===== src/rtl/sources_dat_gen_pkg.sv =====
// Shared types, widths, taps and helper functions for the serial-link
// test-data source and its LFSR sub-module.
package sources_dat_pkg;

  localparam int DAT_W  = 15;
  localparam int DISP_W = 16;

  // Feedback taps of x^15 + x^14 + 1, as bit positions in the data word.
  localparam int TAP_HI = 14;
  localparam int TAP_LO = 13;

  localparam logic [DAT_W-1:0] DEFAULT_MASTER_SEED = 15'h0001;
  localparam logic [DAT_W-1:0] DEFAULT_SLAVE_SEED  = 15'h7FFF;

  // The all-zero word is a dead end for this LFSR, so it is swapped for this value.
  localparam logic [DAT_W-1:0] ZERO_ESCAPE = 15'h0001;

  typedef logic [DAT_W-1:0]  dat_t;
  typedef logic [DISP_W-1:0] disp_t;

  // A zero seed would lock the generator, so it is replaced at reset.
  function automatic dat_t seed_fix(input dat_t seed);
    return (seed == '0) ? ZERO_ESCAPE : seed;
  endfunction

  // One Fibonacci step, with the zero lock-up guard folded in.
  function automatic dat_t lfsr_next(input dat_t dat);
    if (dat == '0) begin
      return ZERO_ESCAPE;
    end
    return {dat[DAT_W-2:0], dat[TAP_HI] ^ dat[TAP_LO]};
  endfunction

  function automatic disp_t to_disp(input dat_t dat);
    return {1'b0, dat};
  endfunction

endpackage


===== src/rtl/sources_dat_gen_if.sv =====
// Payload bundle from the data source to the link transmitters and the
// hex display. There is no handshake; consumers sample whenever they want.
interface sources_dat_gen_if;
  import sources_dat_pkg::*;

  dat_t  MASTER_dat;
  disp_t MASTER_dat_disp;
  dat_t  SLAVE_dat;
  disp_t SLAVE_dat_disp;

  modport master (
    output MASTER_dat,
    output MASTER_dat_disp,
    output SLAVE_dat,
    output SLAVE_dat_disp
  );

  modport slave (
    input MASTER_dat,
    input MASTER_dat_disp,
    input SLAVE_dat,
    input SLAVE_dat_disp
  );

endinterface


===== src/rtl/sources_dat_gen_lfsr15.sv =====
// 15-bit Fibonacci LFSR (x^15 + x^14 + 1) that steps only when enabled.
// A zero seed or a corrupted zero state recovers to 15'h0001.
module lfsr15
  import sources_dat_pkg::*;
(
  input  logic clk,
  input  logic rst,
  input  logic en,
  input  dat_t seed,
  output dat_t q
);

  // Load the sanitised seed on reset, otherwise advance one step per enable.
  always_ff @(posedge clk) begin
    if (rst) begin
      q <= seed_fix(seed);
    end else if (en) begin
      q <= lfsr_next(q);
    end
  end

endmodule


===== src/rtl/sources_dat_gen.sv =====
// Test-data source: two independent LFSR payloads (master and slave) that
// advance together once every UPDATE_PERIOD clocks, plus zero-extended
// copies for the hex display.
module sources_dat_gen
  import sources_dat_pkg::*;
#(
  parameter int   UPDATE_PERIOD = 25_000_000,
  parameter dat_t MASTER_SEED   = DEFAULT_MASTER_SEED,
  parameter dat_t SLAVE_SEED    = DEFAULT_SLAVE_SEED
) (
  input logic              clk,
  input logic              rst,
  sources_dat_gen_if.master dat_if
);

  localparam int CNT_W = (UPDATE_PERIOD > 1) ? $clog2(UPDATE_PERIOD) : 1;
  localparam logic [CNT_W-1:0] CNT_LAST = CNT_W'(UPDATE_PERIOD - 1);

  logic [CNT_W-1:0] cnt;
  logic             upd;
  dat_t             master_q;
  dat_t             slave_q;
  disp_t            master_disp;
  disp_t            slave_disp;

  assign upd = (cnt == CNT_LAST);

  // Prescaler: free-running 0..UPDATE_PERIOD-1, restarted by reset.
  always_ff @(posedge clk) begin
    if (rst) begin
      cnt <= '0;
    end else if (upd) begin
      cnt <= '0;
    end else begin
      cnt <= cnt + CNT_W'(1);
    end
  end

  lfsr15 u_master_lfsr (
    .clk  (clk),
    .rst  (rst),
    .en   (upd),
    .seed (MASTER_SEED),
    .q    (master_q)
  );

  lfsr15 u_slave_lfsr (
    .clk  (clk),
    .rst  (rst),
    .en   (upd),
    .seed (SLAVE_SEED),
    .q    (slave_q)
  );

  // Display copies load the same next value as the LFSRs so they never lag a cycle.
  always_ff @(posedge clk) begin
    if (rst) begin
      master_disp <= to_disp(seed_fix(MASTER_SEED));
      slave_disp  <= to_disp(seed_fix(SLAVE_SEED));
    end else if (upd) begin
      master_disp <= to_disp(lfsr_next(master_q));
      slave_disp  <= to_disp(lfsr_next(slave_q));
    end
  end

  assign dat_if.MASTER_dat      = master_q;
  assign dat_if.MASTER_dat_disp = master_disp;
  assign dat_if.SLAVE_dat       = slave_q;
  assign dat_if.SLAVE_dat_disp  = slave_disp;

endmodule


===== src/flat_wrapper.sv =====
// flat-port wrapper written by rule: the top's interface ports become plain ports
module sources_dat_gen_flat import sources_dat_pkg::*;
#(
  parameter int   UPDATE_PERIOD = 25_000_000,
  parameter dat_t MASTER_SEED   = DEFAULT_MASTER_SEED,
  parameter dat_t SLAVE_SEED    = DEFAULT_SLAVE_SEED
)
  (clk, rst, dat_if_MASTER_dat, dat_if_MASTER_dat_disp, dat_if_SLAVE_dat, dat_if_SLAVE_dat_disp);
  sources_dat_gen_if dat_if_i ();
  input logic clk;
  input logic rst;
  output wire logic [$bits(dat_if_i.MASTER_dat)-1:0] dat_if_MASTER_dat;
  output wire logic [$bits(dat_if_i.MASTER_dat_disp)-1:0] dat_if_MASTER_dat_disp;
  output wire logic [$bits(dat_if_i.SLAVE_dat)-1:0] dat_if_SLAVE_dat;
  output wire logic [$bits(dat_if_i.SLAVE_dat_disp)-1:0] dat_if_SLAVE_dat_disp;
  assign dat_if_MASTER_dat = dat_if_i.MASTER_dat;
  assign dat_if_MASTER_dat_disp = dat_if_i.MASTER_dat_disp;
  assign dat_if_SLAVE_dat = dat_if_i.SLAVE_dat;
  assign dat_if_SLAVE_dat_disp = dat_if_i.SLAVE_dat_disp;
  sources_dat_gen #(.UPDATE_PERIOD(UPDATE_PERIOD), .MASTER_SEED(MASTER_SEED), .SLAVE_SEED(SLAVE_SEED)) u_core (.clk(clk), .rst(rst), .dat_if(dat_if_i));
endmodule

===== config.mk =====
export PLATFORM = sky130hd
export DESIGN_NAME = sources_dat_gen_flat
export DESIGN_NICKNAME = d
export VERILOG_FILES = /design/src/rtl/sources_dat_gen_pkg.sv /design/src/rtl/sources_dat_gen_if.sv /design/src/rtl/sources_dat_gen_lfsr15.sv /design/src/rtl/sources_dat_gen.sv /design/src/flat_wrapper.sv
export SDC_FILE = /design/constraint.sdc
export NUM_CORES = 1
export LEC_CHECK = 0
export BUFFER_PORTS_ARGS = -buffer_cell sky130_fd_sc_hd__buf_2
export CORE_MARGIN = 4
export CORE_UTILIZATION = 61
export CTS_BUF_LIST = sky130_fd_sc_hd__clkbuf_16
export CTS_CLUSTER_DIAMETER = 100
export DETAILED_ROUTE_END_ITERATION = 7
export PLACE_DENSITY_LB_ADDON = 0.3
export SETUP_SLACK_MARGIN = 0.02
export SKIP_CTS_REPAIR_TIMING = 1
export SYNTH_ARGS = -nofsm -noshare
export SYNTH_HDL_FRONTEND = slang
export SYNTH_HIERARCHICAL = 1
export SYNTH_SLANG_ARGS = --single-unit

===== constraint.sdc =====
create_clock -name clk -period 4.72 [get_ports clk]
set_clock_uncertainty 0.2 [all_clocks]
set_input_delay 0 -clock clk [delete_from_list [all_inputs] [get_ports clk]]
set_output_delay 0 -clock clk [all_outputs]
set_load 0.02 [all_outputs]

==> results.cfg, run 1 <==
[status]
status = finished clean

[detailed_routing]
drt-pass1-iter-count = 5
num_vias = 3391
routedWlPerCell_um = 16.5
drc = 0
drt-total-wl_um = 9310
via_per_inst = 6.00
first_iter_violations = 223
postRouteAntennaNets = 0

[global_routing]
grt_max_degree = 50
antenna_found_initial = 0
grt_pass1_vias = 3133
grtUsageTotal_pct = 24.8
grt_pass1_wl_um = 15100
gr-total-overflow = 0

[timing]
grt_setup_unrepaired = false
setup_slack_ns = 1.88
setup_viol = 0
relSlewSlack_pct = 20.4
fin_tns_setup_ns = 0
tightestPinTransition_ns = 1.19
fin_crit_sh_pct = 60.1
final-max-slew-violation-count = 0
finalHoldViolCount = 0
finalCriticalPeriod_ns = 2.84
fmax_mhz = 352
hold_ws_ns = 0.0988

[placed_design]
dp_hpwl_um = 6130
dp_slack_ns = 2.02
io_buffer_count = 61
gp_congestion = 0.838

[clocking]
cts_buffers = 9
h-tree-depth = 3
clkLatencyLatePin_ns = 0.33
cts_root_buf = clkbuf_16
cts_tree = built
cts_max_path_buffers = 2
clkSinkCount = 85
clk_pin_slew_worst_paths_ns = 0.06

[yosys]
synth_area_um2 = 3930
synth-async-reset-ratio_pct = 0
yosys_warnings = 6
synth_largest_area_cell = dfxtp_1
synth_enable_flop_cells = 30
synthFlopType = dfxtp_1
synth.top_cell.area_share_pct = 28.0
synthTopCellsByArea = dfxtp_1 28%, edfxtp_1 23%, nand3_1 6.5%
synth_cell_type_count = 41
avgSynthCellArea_um2 = 10.5
synth_seq_area_share_pct = 50.9
synthCells = 376
ys_ff_latch = 85

[die]
ios = 64
die_w_um = 88.3
core_area_um2 = 6100
dieArea_um2 = 7800
rows = 28
die_y_um = 88.3
start_util_pct = 64.5

[layout]
final_util_pct = 77.4
final_cell_mix = 62 x conb_1, 61 x buf_2, 55 x dfxtp_1
diodes = 0
finalNetCount = 489
fillers = 429
drive_gt1_share_pct = 23.9
syn2layout_area_growth_pct = 19.9
final_common_cell = conb_1

[run]
drv_cap = 0

[pwr]
power_density_nw_per_um2 = 340
max-vdd-ir-drop_uv = 240
p_leak_nw = 1.78
power_w = 0.00160

[worst_setup_path]
critPathMaxFanout = 31
crit_arrival_ns = 2.84
path_class = flip-flop to flip-flop
worstSetupEndpointType = flip-flop
worstSetupStartpointType = flip-flop
required_ns = 4.73

[min_path]
hold_class = primary input to flip-flop
report_power, final:
| part | switching [W] | total, W | internal, W |
|---|---|---|---|
| sequential | 0.0000335 | 0.000820 | 0.000786 |
| combinational | 0.0000700 | 0.000120 | 0.0000497 |
| clock | 0.000263 | 0.000662 | 0.000398 |
through the flow:
stage | std cells | instance area [um2]
floorplan | 436 | 4160
global placement | 550 | 4440
detailed placement | 550 | 4440
CTS | 565 | 4720
global route | 565 | 4720
finish | 565 | 4720
flip-flops by register name, summed over array words and instances (netlist names):
register	flops
u_core/cnt	25
u_core/dat_if.MASTER_dat_disp	15
u_core/dat_if.SLAVE_dat_disp	15
u_core/u_master_lfsr/q	15
u_core/u_slave_lfsr/q	15
final timing paths:
| kind | startpoint | end | slack, ns | cells past startpoint |
|---|---|---|---|---|
| min reg2reg | u_core/cnt[0] | u_core/cnt[0] | 0.26 | 1 |
| max reg2reg | u_core/cnt[15] | u_core/cnt[4] | 1.88 | 5 |
| min | rst | u_core/dat_if.MASTER_dat_disp[14] | 0.1 | 3 |
| max | u_core/cnt[15] | u_core/cnt[4] | 1.88 | 5 |
worst max-delay path, cell delays in order, from the launching register on:
cell and delay, ns:
dfxtp_1 0.35, nor4_1 0.33, nand4_1 0.99, o21ai_1 0.41, buf_4 0.33, nor2_1 0.09
synth_stat cells (5+ instances only):
cell      instances
dfxtp_1          55
nand3_1          51
o21ai_0          31
edfxtp_1         30
a21oi_1          21
nor4_1           21
nor2_1           18
clkbuf_1         14
mux2_2           14
mux2_4           14
nand4_1          10
xor2_1           10
nand2_1           9
nor3_1            9
xnor2_1           8
o31ai_1           7
and4_1            5
buf_6             5
or4_1             5
cell families after synthesis:
logic type                 Yosys count  synth area share, %
AOI/OAI and AO/OA                   71                 10.7
xor gates and xnor gates            18                 4.01
adders and majority gates            1                0.318
buffers and inverters               31                 4.23
DFF                                 85                 50.9
muxes                               28                 9.35
other                                2                0.191
and+or+nand+nor                    140                 20.4
routing by layer:
metal	global-route usage [%]	up-vias	share of wire (%)
met2	41.7	142	51
li1	-	1584	-
met1	31.8	1648	41
met5	0	-	0
met4	10.4	0	1.7
met3	4.00	17	6.5
layout make-up:
type / count / area (um2) / share of cell area, %
Sequential cell: 85 / 2000 / 42.5
Multi-Input combinational cell: 320 / 1990 / 42.2
Timing Repair Buffer: 65 / 335 / 7.11
Clock buffer: 9 / 225 / 4.78
Tap cell: 75 / 93.8 / 1.99
Clock inverter: 6 / 50.0 / 1.06
Inverter: 5 / 18.8 / 0.398
(Power assumes the default switching activity.)
==> inputs of run 2 (changes only) <==
CORE_UTILIZATION = 57   (was 61)
clock period = 2.85 ns   (was 4.72 ns; I/O delays follow)
==> run 2 against run 1 <==
- non-clock buffer count up 3
- register-to-register slack worse by 1.4 ns
- count of clock-buffer cells in the layout is the same
- via count is 5.0% lower
- first-iteration DRC count fell by 1.3%
- sequential power rose by 66%
- total power rose by 72%
- core utilization is 6.6 points lower
- die area increased by 6.4%
- largest cell class unchanged
- largest power group unchanged
==> results.cfg, run 2 (synthesis gave the netlist of run 1 again) <==
[run]
drv_cap = 0

[global_routing]
antenna_found_initial = 0
grt_pass1_vias = 3111
grtUsageTotal_pct = 23.1
gr-total-overflow = 0
grt_max_degree = 29
grt_pass1_wl_um = 15200

[worst_setup_path]
path_class = flip-flop to flip-flop
worstSetupStartpointType = flip-flop
crit_chain = nor4_1, nand4_1, buf_4, o21ai_0, nand3_1
crit_arrival_ns = 2.38
slowest_delay_ns = 0.53
slowest_stage = nand4_1
worst-path-buf-inv = 1
required_ns = 2.84
critPathMaxFanout = 18
worstSetupEndpointType = flip-flop
crit_family = simple AND/OR/NAND/NOR gates

[placed_design]
gp_congestion = 0.839
placed_cells = 557
dp_hpwl_um = 6100
io_buffer_count = 61

[layout]
final_common_cell = conb_1
diodes = 0
top_register = u_core/cnt
ff_latch_area_um2 = 2000
final_cell_mix = 62 x conb_1, 61 x buf_2, 55 x dfxtp_1
fin_cells = 574
drive_gt1_share_pct = 24.3
largest_reg_flops = 25
syn2layout_area_growth_pct = 21.5
multi_input_area_um2 = 1990
fillers = 520
finalNetCount = 492

[timing]
tightestPinTransition_ns = 0.646
final-max-slew-violation-count = 0
relSlewSlack_pct = 56.9
fin_tns_setup_ns = 0
fmax_mhz = 419
finalHoldViolCount = 0
grt_setup_unrepaired = false
setup_viol = 0
hold_ws_ns = 0.265
finalCriticalPeriod_ns = 2.38
fin_crit_sh_pct = 83.7

[die]
dieArea_um2 = 8290
ios = 64
start_util_pct = 58.2
die_w_um = 91.1
core_area_um2 = 6760
die_y_um = 91.1
rows = 30

[status]
status = finished clean

[pwr]
pwr-share-comb_pct = 7.3
power_density_nw_per_um2 = 577
power_w = 0.00276
seqPwrFrac_pct = 49.2
swShare_pct = 22.4
p_leak_nw = 1.80
p_clk_share_pct = 43.5
power.switching_w = 0.000617
internal_power_w = 0.00214
max-vdd-ir-drop_uv = 356

[detailed_routing]
first_iter_violations = 220
routed.top_layer = met4
drt-total-wl_um = 9270
num_vias = 3222
met3_length_um = 483
routed-wl-met2_um = 4670
met1Wirelength_um = 3930
drt-pass1-iter-count = 4
postRouteAntennaNets = 0
routedWlPerCell_um = 16.1
drc = 0
via_per_inst = 5.61

[clocking]
clk_pin_slew_worst_paths_ns = 0.06
clkSinkCount = 85
clkLatencyLatePin_ns = 0.33
h-tree-depth = 3
cts_tree = built
cts_root_buf = clkbuf_16
cts_max_path_buffers = 2
cts_buffers = 9

[min_path]
hold_class = flip-flop to flip-flop
==> run 2: cell count changes in the layout (fill, tap and decap cells not counted), sizes merged <==
cell         change
buf              +2
clkinvlp         +1
dlygate4sd3      +1
bufinv           +1
inv              -1
==> run 2: power groups by stage <==
stage	registers, W	clock network, W	logic, W
CTS	0.00136	0.00121	0.000197
global route	0.00136	0.00127	0.000217
detailed placement	0.00138	0	0.000196
finish	0.00136	0.00120	0.000201
floorplan	0.00140	0	0.000115
global placement	0.00138	0	0.000191
==> run 2: per-layer routing <==
| metal | GRT usage, % | up-vias |
|---|---|---|
| met5 | 0 | - |
| met2 | 38.7 | 93 |
| met3 | 4.56 | 15 |
| met1 | 28.4 | 1531 |
| met4 | 10.8 | 0 |
| li1 | - | 1583 |
==> run 2: cell type report <==
cell class	count	area share (%)
clock buffers	9	4.71
inverters	5	0.393
clock inverters	7	1.75
well taps	80	2.09
multi-input cells	320	41.6
repair buffers	68	7.54
flip-flops and latches	85	41.9
==> run 2: worst paths after layout <==
| kind | from | to | slack, ns | cells after the start |
|---|---|---|---|---|
| worst max-delay path | u_core/cnt[15] | u_core/dat_if.SLAVE_dat_disp[2] | 0.47 | 5 |
| worst min-delay path | u_core/cnt[0] | u_core/cnt[0] | 0.26 | 1 |
| worst max register to register | u_core/cnt[15] | u_core/dat_if.SLAVE_dat_disp[2] | 0.47 | 5 |
| worst min register to register | u_core/cnt[0] | u_core/cnt[0] | 0.26 | 1 |
==> run 2: stage by stage <==
step	setup slack [ns]	utilization [%]	area, um2
after floorplan	0.495	-	4160
after global placement	0.643	66.0	4460
after detailed placement	0.582	66.0	4460
after CTS	0.456	70.6	4770
after global routing	0.307	70.8	4780
final	0.466	70.8	4780
